$ cat src/rtl/cpu_fetch_pkg.sv
// Shared definitions for the instruction fetch path.
//   fetch_state_e     : sequencer state (IDLE, RUN, HALT, FAULT)
//   HALT_WORD_DEFAULT : instruction word that stops sequencing when fetched
package cpu_fetch_pkg;

  typedef enum logic [1:0] {
    IDLE  = 2'd0,
    RUN   = 2'd1,
    HALT  = 2'd2,
    FAULT = 2'd3
  } fetch_state_e;

  localparam logic [31:0] HALT_WORD_DEFAULT = 32'hFFFF_FFFF;

endpackage

$ cat src/rtl/fetch_out_slot.sv
// One-entry output slot with a valid/ready handshake towards decode.
// Ports:
//   clk, rst_n      clock, asynchronous active-low reset
//   load_i          capture data_i/pc_i and mark the slot valid
//   flush_i         drop the held word (ignored when load_i is set)
//   ready_i         consumer accepts the held word this cycle
//   data_i, pc_i    word and its PC to capture
//   data_o, pc_o    held word and its PC
//   valid_o         slot holds an undelivered word
//   xfer_o          a transfer completes this cycle (valid_o & ready_i)
module fetch_out_slot #(
  parameter int unsigned WIDTH = 32
) (
  input  logic             clk,
  input  logic             rst_n,
  input  logic             load_i,
  input  logic             flush_i,
  input  logic             ready_i,
  input  logic [WIDTH-1:0] data_i,
  input  logic [WIDTH-1:0] pc_i,
  output logic [WIDTH-1:0] data_o,
  output logic [WIDTH-1:0] pc_o,
  output logic             valid_o,
  output logic             xfer_o
);

  logic [WIDTH-1:0] data_q;
  logic [WIDTH-1:0] pc_q;
  logic             valid_q;

  assign xfer_o  = valid_q & ready_i;
  assign data_o  = data_q;
  assign pc_o    = pc_q;
  assign valid_o = valid_q;

  always_ff @(posedge clk or negedge rst_n) begin
    if (!rst_n) begin
      data_q  <= '0;
      pc_q    <= '0;
      valid_q <= 1'b0;
    end else if (load_i) begin
      data_q  <= data_i;
      pc_q    <= pc_i;
      valid_q <= 1'b1;
    end else if (flush_i || xfer_o) begin
      valid_q <= 1'b0;
    end
  end

endmodule

$ cat src/rtl/instr_fetch_ctrl.sv
// Instruction fetch sequencer: owns the PC, drives it as the ROM address,
// registers the returned word into a one-entry slot for decode, and stops on
// a halt word or when the PC leaves the ROM range.
// Ports:
//   clk, rst                clock, asynchronous active-low reset
//   start                   leave IDLE/HALT/FAULT and fetch from RESET_PC
//   imem_addr / imem_data   combinational ROM read port (addr = PC)
//   redirect_valid/_pc      branch/jump target, acted on in RUN only
//   instr_out/_pc/_valid    registered instruction to decode
//   instr_ready             decode accepts the held instruction
//   halted, fault           sequencing stopped by halt word / out-of-range PC
//   fetch_count             saturating count of transfers since last start
module instr_fetch_ctrl
  import cpu_fetch_pkg::*;
#(
  parameter int unsigned      WIDTH               = 32,
  parameter int unsigned      INSTRACTION_NUMBERS = 1,
  parameter logic [WIDTH-1:0] RESET_PC            = '0,
  parameter logic [WIDTH-1:0] HALT_WORD           = WIDTH'(HALT_WORD_DEFAULT),
  parameter int unsigned      CNT_W               = 16
) (
  input  logic             clk,
  input  logic             rst,
  input  logic             start,
  output logic [WIDTH-1:0] imem_addr,
  input  logic [WIDTH-1:0] imem_data,
  input  logic             redirect_valid,
  input  logic [WIDTH-1:0] redirect_pc,
  output logic [WIDTH-1:0] instr_out,
  output logic [WIDTH-1:0] instr_pc,
  output logic             instr_valid,
  input  logic             instr_ready,
  output logic             halted,
  output logic             fault,
  output logic [CNT_W-1:0] fetch_count
);

  // One extra bit so a depth of 2**WIDTH is still representable.
  localparam logic [WIDTH:0] DEPTH = (WIDTH+1)'(INSTRACTION_NUMBERS);

  fetch_state_e     state_q, state_d;
  logic [WIDTH-1:0] pc_q, pc_d;
  logic [CNT_W-1:0] cnt_q, cnt_d;

  logic in_run, restart, redirect, slot_free, in_range, is_halt;
  logic load, flush, xfer;

  always_comb begin
    in_run    = (state_q == RUN);
    restart   = start && !in_run;
    redirect  = in_run && redirect_valid;
    slot_free = !instr_valid || instr_ready;
    in_range  = {1'b0, pc_q} < DEPTH;
    is_halt   = (imem_data == HALT_WORD);
    load      = in_run && !redirect && slot_free && in_range && !is_halt;
    // In RUN with a free slot and no load, we are entering HALT or FAULT.
    flush     = restart || (in_run && (redirect || (slot_free && !load)));
  end

  always_comb begin
    state_d = state_q;
    pc_d    = pc_q;
    case (state_q)
      RUN: begin
        if (redirect) begin
          pc_d = redirect_pc;
        end else if (slot_free) begin
          if (!in_range)    state_d = FAULT;
          else if (is_halt) state_d = HALT;
          else              pc_d    = pc_q + WIDTH'(1);
        end
      end
      default: begin
        if (start) begin
          state_d = RUN;
          pc_d    = RESET_PC;
        end
      end
    endcase
  end

  always_comb begin
    cnt_d = cnt_q;
    if (restart)                  cnt_d = '0;
    else if (xfer && cnt_q != '1) cnt_d = cnt_q + CNT_W'(1);
  end

  always_ff @(posedge clk or negedge rst) begin
    if (!rst) begin
      state_q <= IDLE;
      pc_q    <= RESET_PC;
      cnt_q   <= '0;
    end else begin
      state_q <= state_d;
      pc_q    <= pc_d;
      cnt_q   <= cnt_d;
    end
  end

  fetch_out_slot #(
    .WIDTH (WIDTH)
  ) u_slot (
    .clk     (clk),
    .rst_n   (rst),
    .load_i  (load),
    .flush_i (flush),
    .ready_i (instr_ready),
    .data_i  (imem_data),
    .pc_i    (pc_q),
    .data_o  (instr_out),
    .pc_o    (instr_pc),
    .valid_o (instr_valid),
    .xfer_o  (xfer)
  );

  assign imem_addr   = pc_q;
  assign halted      = (state_q == HALT);
  assign fault       = (state_q == FAULT);
  assign fetch_count = cnt_q;

endmodule
$ cat config.mk
export PLATFORM = sky130hd
export DESIGN_NAME = instr_fetch_ctrl
export DESIGN_NICKNAME = d
export VERILOG_FILES = /design/src/rtl/cpu_fetch_pkg.sv /design/src/rtl/fetch_out_slot.sv /design/src/rtl/instr_fetch_ctrl.sv
export SDC_FILE = /design/constraint.sdc
export NUM_CORES = 1
export LEC_CHECK = 0
export BUFFER_PORTS_ARGS = -buffer_cell sky130_fd_sc_hd__clkbuf_2
export CAP_MARGIN = 10
export CORE_MARGIN = 5
export CORE_UTILIZATION = 53
export CTS_CLUSTER_SIZE = 24
export DETAILED_ROUTE_END_ITERATION = 6
export PLACE_DENSITY_LB_ADDON = 0.05
export SLEW_MARGIN = 40
export SYNTH_ARGS = -nofsm -noshare
export SYNTH_HDL_FRONTEND = slang
export SYNTH_SLANG_ARGS = --single-unit
$ cat constraint.sdc
create_clock -name clk -period 3.45 [get_ports clk]
set_clock_uncertainty 0.05 [all_clocks]
set_input_delay 0 -clock clk [delete_from_list [all_inputs] [get_ports clk]]
set_output_delay 0 -clock clk [all_outputs]
set_load 0.005 [all_outputs]
==> load_flow_metrics.sql, run 1 <==
INSERT INTO impl_metrics (metric_group, metric, value, unit) VALUES
('outcome', 'run_status', 'completed', ''),
('cells_and_area', 'synthesis_to_layout_area_growth', '49.0', '%'),
('routing', 'total_length_of_routed_wires', '13.8', 'mm'),
('logic_synthesis', 'post_synth_inst_count', '374', ''),
('cells_and_area', 'ff_latch_area', '0.00288', 'mm2'),
('power_and_ir_drop', 'power_per_cell_area', '530', 'mW/mm2'),
('cells_and_area', 'fillCellCount', '512', ''),
('cells_and_area', 'layout.cells.most_common', 'sky130_fd_sc_hd__clkbuf_2', ''),
('logic_synthesis', 'syn_area_per_cell', '12.8', 'um2'),
('routing', 'detail_route.vias_per_cell', '5.38', ''),
('timing', 'fin_crit_sh', '80.0', '%'),
('timing', 'maxSlewViolCount', '0', ''),
('clock_network', 'cts_setup_buffers', '0', ''),
('timing', 'setup_repair_after_global_routing_missed_its_margin', 'false', ''),
('timing', 'tightestPinTransition', '0.779', 'ns'),
('cells_and_area', 'layout-drive-gt1-share', '37.6', '%'),
('setup_path', 'path_max_fanout', '6', ''),
('floorplanning', 'dieWidth', '105', 'um'),
('grt', 'groute.usage.overall', '26.3', '%'),
('setup_path', 'startpoint_type', 'register', ''),
('clock_network', 'insertion_delay', '0.51', 'ns'),
('timing', 'hold_ws', '0.0275', 'ns'),
('power_and_ir_drop', 'max-vdd-ir-drop', '0.354', 'mV'),
('logic_synthesis', 'synth_nets', '446', ''),
('placement', 'placedInstanceArea', '0.00581', 'mm2'),
('logic_synthesis', 'seq_area_frac_synth', '60.0', '%'),
('floorplanning', 'fp-row-count', '34', ''),
('logic_synthesis', 'synthDominantCellAreaShare', '60.0', '%'),
('cells_and_area', 'design_area', '0.00715', 'mm2'),
('routing', 'drt_first_iter_violations', '147', ''),
('logic_synthesis', 'postSynth.topFlopCell', 'sky130_fd_sc_hd__dfrtp_1', ''),
('timing', 'max_freq', '362', 'MHz'),
('timing', 'setup_slack', '0.689', 'ns'),
('logic_synthesis', 'synth_edf_count', '0', ''),
('grt', 'initial_antenna_violation_count', '0', ''),
('setup_path', 'timing.critical_path.required', '3.79', 'ns'),
('grt', 'grt_remaining_overflow', '0', ''),
('placement', 'pre_cts_ws', '0.829', 'ns'),
('routing', 'post_drt_wl_per_cell', '18.2', 'um'),
('clock_network', 'cts_inserted_buffers', '17', ''),
('logic_synthesis', 'synth.distinct_cells', '53', ''),
('floorplanning', 'core_region_area', '0.00876', 'mm2'),
('cells_and_area', 'multi_input_area', '0.00180', 'mm2'),
('grt', 'vias_in_the_first_global_route', '4502', ''),
('clock_network', 'hold_buffers', '72', ''),
('setup_path', 'critPathCaptureType', 'register', ''),
('floorplanning', 'starting_density_of_the_core', '54.8', '%'),
('grt', 'grt_pass1_wl', '23.5', 'mm'),
('cells_and_area', 'most_frequent_cells_in_the_layout', 'sky130_fd_sc_hd__clkbuf_2, sky130_fd_sc_hd__dfrtp_1, sky130_fd_sc_hd__dlygate4sd3_1', ''),
('timing', 'setup_viol_count_final', '0', ''),
('routing', 'vias', '4089', ''),
('clock_network', 'cts_resized', '0', ''),
('logic_synthesis', 'yosysWarnings', '0', ''),
('logic_synthesis', 'synth_area_leaders', 'sky130_fd_sc_hd__dfrtp_1, sky130_fd_sc_hd__a22o_1, sky130_fd_sc_hd__mux2_1, sky130_fd_sc_hd__nor2b_1, sky130_fd_sc_hd__mux2_2', ''),
('timing', 'relSlewSlack', '48.1', '%'),
('clock_network', 'cts_tree', 'built', ''),
('setup_path', 'cp.arrival', '3.10', 'ns'),
('floorplanning', 'die-height', '105', 'um'),
('timing', 'post-route-min-period', '2.76', 'ns'),
('clock_network', 'clock_transition_time_at_the_flip_flop_clock_pins_of_the_worst_setup_and_hold_paths', '0.06', 'ns'),
('clock_network', 'clock_sinks', '115', ''),
('routing', 'post-route-drc-count', '0', ''),
('grt', 'grt_start_max_net_pins', '75', ''),
('clock_network', 'clock_tree.buffer_depth', '2', ''),
('logic_synthesis', 'synthArstFlopShare', '100', '%'),
('setup_path', 'worst-setup-path-type', 'register to register', ''),
('worst_hold_path', 'worstHoldPathType', 'input pin to asynchronous set/reset pin', ''),
('clock_network', 'h-tree-depth', '4', ''),
('placement', 'gpl_wtd_cong', '0.801', ''),
('logic_synthesis', 'mappedNetlistArea', '0.00480', 'mm2'),
('routing', 'first_drt_pass_iteration_count', '5', '');
[synthesized netlist by cell type (5+ instances only)]
master	number
sky130_fd_sc_hd__inv_1	6
sky130_fd_sc_hd__nand2_1	21
sky130_fd_sc_hd__nand2b_1	5
sky130_fd_sc_hd__mux2_2	16
sky130_fd_sc_hd__nor2b_1	31
sky130_fd_sc_hd__xnor2_1	11
sky130_fd_sc_hd__buf_2	5
sky130_fd_sc_hd__a22o_1	26
sky130_fd_sc_hd__dfrtp_1	115
sky130_fd_sc_hd__nor2_1	20
sky130_fd_sc_hd__nand4_1	15
sky130_fd_sc_hd__mux2_1	19
sky130_fd_sc_hd__nor4_1	8
sky130_fd_sc_hd__nor3_1	10
[final cells by class]
class                           count  area share [%]
Clock inverter                     13            2.56
Sequential cell                   115            40.3
Antenna cell                        1          0.0350
Tap cell                          108            1.89
Clock buffer                       19            6.04
Inverter                            6           0.315
Multi-Input combinational cell    238            25.2
Timing Repair Buffer              260            23.7
[through the flow]
| step | util, % | power, mW | instances |
|---|---|---|---|
| after floorplan | - | 1.70 | 374 |
| after global placement | 66.1 | 1.91 | 654 |
| after detailed placement | 66.3 | 1.93 | 655 |
| after CTS | 81.5 | 3.80 | 759 |
| after global routing | 81.6 | 3.94 | 759 |
| final | 81.6 | 3.79 | 760 |
[worst max-delay path: stages, from the launching register on]
cell and delay (ns):
sky130_fd_sc_hd__dfrtp_1 0.45, sky130_fd_sc_hd__inv_1 0.13, sky130_fd_sc_hd__ha_1 0.16, sky130_fd_sc_hd__nor3b_1 0.19, sky130_fd_sc_hd__nand4_1 0.25, sky130_fd_sc_hd__a2111oi_4 0.55, sky130_fd_sc_hd__mux2i_1 0.26, sky130_fd_sc_hd__nand2_1 0.06
sky130_fd_sc_hd__dlygate4sd3_1 0.55
[worst paths after layout]
kind | start | end | slack (ns) | depth (start not counted)
min in group clk | redirect_valid | imem_addr[19]$_DFFE_PN0P_ | 0.04 | 4
worst max-delay path | imem_addr[0]$_DFFE_PN0P_ | imem_addr[0]$_DFFE_PN0P_ | 0.69 | 8
worst min-delay path | rst | u_slot.pc_o[16]$_DFFE_PN0P_ | 0.03 | 2
worst max register to register | imem_addr[0]$_DFFE_PN0P_ | imem_addr[0]$_DFFE_PN0P_ | 0.69 | 8
max in group asynchronous | rst | u_slot.pc_o[3]$_DFFE_PN0P_ | 2.51 | 3
worst min register to register | u_slot.data_o[16]$_DFFE_PN0P_ | u_slot.data_o[16]$_DFFE_PN0P_ | 0.44 | 1
[routing by layer]
metal	global-route usage, %	vias up	wire (um)
li1	-	1894	-
met1	33.2	1984	5600
met2	43.0	189	6900
met3	8.08	22	1090
met4	9.50	0	252
met5	0	-	0
[report_power, final]
group / internal, mW / total (mW) / switching (mW)
combinational: 0.239 / 0.459 / 0.220
clock: 1.19 / 1.80 / 0.610
sequential: 1.44 / 1.53 / 0.0923
total: 2.87 / 3.79 / 0.923
[registers in the layout, indices dropped and copies added, names as in the netlist]
signal and count:
fetch_count 16, imem_addr 32, state_q 2, u_slot.pc_o 32, u_slot.valid_o 1, u_slot.data_o 32
[cells by family after synthesis]
| kind of cell | synth area share [%] |
|---|---|
| simple gates | 16.1 |
| mux | 8.63 |
| flops | 60.0 |
| buf+inv | 2.71 |
| compound gates | 9.80 |
| fa+ha+maj | 0.782 |
| xor+xnor | 2.01 |
Note: power is estimated with default switching activity, not from simulation.
==> inputs of run 2 (changes only) <==
--- a/config.mk
+++ b/config.mk
@@ -8,7 +8,7 @@
 export BUFFER_PORTS_ARGS = -buffer_cell sky130_fd_sc_hd__clkbuf_2
 export CAP_MARGIN = 10
 export CORE_MARGIN = 5
-export CORE_UTILIZATION = 53
+export CORE_UTILIZATION = 44
 export CTS_CLUSTER_SIZE = 24
 export DETAILED_ROUTE_END_ITERATION = 6
 export PLACE_DENSITY_LB_ADDON = 0.05
==> constraint.sdc (replaced) <==
create_clock -name clk -period 2.43 [get_ports clk]
set_clock_uncertainty 0.05 [all_clocks]
set_input_delay 0 -clock clk [delete_from_list [all_inputs] [get_ports clk]]
set_output_delay 0 -clock clk [all_outputs]
set_load 0.005 [all_outputs]
==> load_flow_metrics.sql, run 2 (synthesis gave the netlist of run 1 again) <==
INSERT INTO impl_metrics (metric_group, metric, value, unit) VALUES
('clock_network', 'clock_transition_time_at_the_flip_flop_clock_pins_of_the_worst_setup_and_hold_paths', '0.06', 'ns'),
('timing', 'finalHoldViolCount', '0', ''),
('floorplanning', 'starting_density_of_the_core', '44.7', '%'),
('clock_network', 'clock_sinks', '115', ''),
('job', 'timing.max_cap.violations', '0', ''),
('power_and_ir_drop', 'power.internal', '3.90', 'mW'),
('setup_path', 'cp.arrival', '2.65', 'ns'),
('power_and_ir_drop', 'max-vdd-ir-drop', '0.470', 'mV'),
('power_and_ir_drop', 'p_comb_share', '12.9', '%'),
('power_and_ir_drop', 'netSwitchingFraction', '25.4', '%'),
('cells_and_area', 'most_frequent_cells_in_the_layout', 'sky130_fd_sc_hd__clkbuf_2, sky130_fd_sc_hd__dfrtp_1, sky130_fd_sc_hd__dlygate4sd3_1', ''),
('grt', 'grt_start_max_net_pins', '51', ''),
('setup_path', 'worst-setup-path-type', 'register to register', ''),
('clock_network', 'h-tree-depth', '4', ''),
('cells_and_area', 'finalCoreUtilization', '67.7', '%'),
('routing', 'post-route-drc-count', '0', ''),
('floorplanning', 'core_region_area', '0.0107', 'mm2'),
('power_and_ir_drop', 'share_of_total_power_in_sequential_cells', '41.3', '%'),
('timing', 'setup_repair_after_global_routing_missed_its_margin', 'true', ''),
('floorplanning', 'dieWidth', '114', 'um'),
('cells_and_area', 'finalNonFillerCells', '805', ''),
('setup_path', 'critPathCaptureType', 'register', ''),
('setup_path', 'timing.critical_path.required', '2.76', 'ns'),
('floorplanning', 'fp-row-count', '38', ''),
('routing', 'first_drt_pass_iteration_count', '5', ''),
('timing', 'setup_viol_count_final', '0', ''),
('timing', 'post-route-min-period', '2.32', 'ns'),
('routing', 'drt_first_iter_violations', '199', ''),
('routing', 'total_length_of_routed_wires', '13.0', 'mm'),
('floorplanning', 'io_pins', '184', ''),
('routing', 'final_antenna_net_count', '0', ''),
('cells_and_area', 'fillCellCount', '827', ''),
('worst_hold_path', 'worstHoldPathType', 'input pin to asynchronous set/reset pin', ''),
('placement', 'place.detailed.instances', '699', ''),
('routing', 'detail_route.vias_per_cell', '5.08', ''),
('routing', 'vias', '4090', ''),
('floorplanning', 'dieArea', '0.0131', 'mm2'),
('cells_and_area', 'layout.cells.most_common', 'sky130_fd_sc_hd__clkbuf_2', ''),
('placement', 'detailedPlacementHpwl', '9.11', 'mm'),
('cells_and_area', 'nNetsFinal', '724', ''),
('timing', 'hold_ws', '0.0201', 'ns'),
('placement', 'gpl_wtd_cong', '0.814', ''),
('timing', 'max_freq', '431', 'MHz'),
('power_and_ir_drop', 'total_leakage_power', '3.68', 'nW'),
('timing', 'fin_crit_sh', '95.6', '%'),
('grt', 'initial_antenna_violation_count', '0', ''),
('outcome', 'run_status', 'completed', ''),
('placement', 'port_buffers', '183', ''),
('clock_network', 'clock_tree.buffer_depth', '2', ''),
('power_and_ir_drop', 'power_frac_clock', '45.8', '%'),
('grt', 'groute.usage.overall', '20.4', '%'),
('power_and_ir_drop', 'netSwitchingPower', '1.33', 'mW'),
('clock_network', 'insertion_delay', '0.50', 'ns'),
('clock_network', 'cts_root_buf', 'sky130_fd_sc_hd__clkbuf_8', ''),
('timing', 'maxSlewViolCount', '0', ''),
('setup_path', 'path_max_fanout', '38', ''),
('grt', 'grt_remaining_overflow', '0', ''),
('cells_and_area', 'layout-drive-gt1-share', '39.5', '%'),
('grt', 'grt_pass1_wl', '21.2', 'mm'),
('setup_path', 'startpoint_type', 'register', ''),
('clock_network', 'cts_tree', 'built', ''),
('grt', 'vias_in_the_first_global_route', '4307', ''),
('timing', 'tightestPinTransition', '0.642', 'ns'),
('clock_network', 'cts_inserted_buffers', '17', ''),
('power_and_ir_drop', 'power_per_cell_area', '719', 'mW/mm2'),
('cells_and_area', 'synthesis_to_layout_area_growth', '51.6', '%'),
('cells_and_area', 'insertedDiodeCount', '0', ''),
('floorplanning', 'die-height', '114', 'um'),
('timing', 'relSlewSlack', '57.2', '%'),
('timing', 'setup_total_negative_slack', '0', 'ns'),
('routing', 'post_drt_wl_per_cell', '16.1', 'um');
==> run 2: path summary, 6_finish.rpt <==
| kind | start | end | slack (ns) | depth (start not counted) |
|---|---|---|---|---|
| setup reg to reg | imem_addr[28]$_DFFE_PN0P_ | u_slot.data_o[31]$_DFFE_PN0P_ | 0.11 | 7 |
| setup / recovery | imem_addr[28]$_DFFE_PN0P_ | u_slot.data_o[31]$_DFFE_PN0P_ | 0.11 | 7 |
| min in group clk | redirect_pc[4] | imem_addr[4]$_DFFE_PN0P_ | 0.21 | 3 |
| hold reg to reg | u_slot.data_o[25]$_DFFE_PN0P_ | u_slot.data_o[25]$_DFFE_PN0P_ | 0.44 | 1 |
| hold / removal | rst | u_slot.data_o[22]$_DFFE_PN0P_ | 0.02 | 2 |
| max in group asynchronous | rst | u_slot.data_o[8]$_DFFE_PN0P_ | 1.59 | 3 |
==> run 2: critical path, cell delays in order (launching register included) <==
cell and delay (ns):
sky130_fd_sc_hd__dfrtp_1 0.42, sky130_fd_sc_hd__nor4_2 0.31, sky130_fd_sc_hd__buf_4 0.15, sky130_fd_sc_hd__nand4_1 0.16
sky130_fd_sc_hd__a211oi_2 0.29, sky130_fd_sc_hd__nor2b_4 0.21, sky130_fd_sc_hd__buf_12 0.23, sky130_fd_sc_hd__mux2_2 0.36
==> run 2: metrics by stage <==
step                      area, um2  power [mW]  setup WS [ns]
after detailed placement       5950        2.77         0.0484
after global routing           7270        5.47       0.000158
after CTS                      7230        5.27         0.0264
final                          7270        5.23          0.107
after global placement         5930        2.75         0.0984
after floorplan                4800        2.42          0.272
==> run 2: power groups by stage <==
stage          clock [mW]  combinational, mW  sequential, mW
2_1_floorplan           0              0.235            2.18
3_3_place_gp            0              0.567            2.18
3_5_place_dp            0              0.581            2.19
4_1_cts              2.44              0.674            2.15
5_1_grt              2.54              0.747            2.18
6_report             2.39              0.675            2.16
==> run 2: area by class of cell <==
| type | count | area (um2) | share of cell area [%] |
|---|---|---|---|
| flip-flops and latches | 115 | 2880 | 39.6 |
| repair buffers | 274 | 1810 | 24.9 |
| multi-input cells | 238 | 1810 | 24.9 |
| clock buffers | 18 | 428 | 5.88 |
| well taps | 140 | 175 | 2.41 |
| clock inverters | 14 | 153 | 2.10 |
| inverters | 6 | 22.5 | 0.310 |
==> run 2: timing repair <==
action	CTS	global route
setup buffers	0	4
gates resized for setup	0	2
setup endpoints to repair	0	70
endpoints found under the hold margin	165	0
hold buffers	70	0
==> run 2: routing by layer <==
metal	part of all wire, %	vias up	routed length (um)	GRT usage [%]
li1	-	1935	-	-
met1	43	1975	5550	26.3
met2	49	160	6300	33.9
met3	7.1	20	924	5.02
met4	1.6	0	204	6.73
met5	0	-	0	0
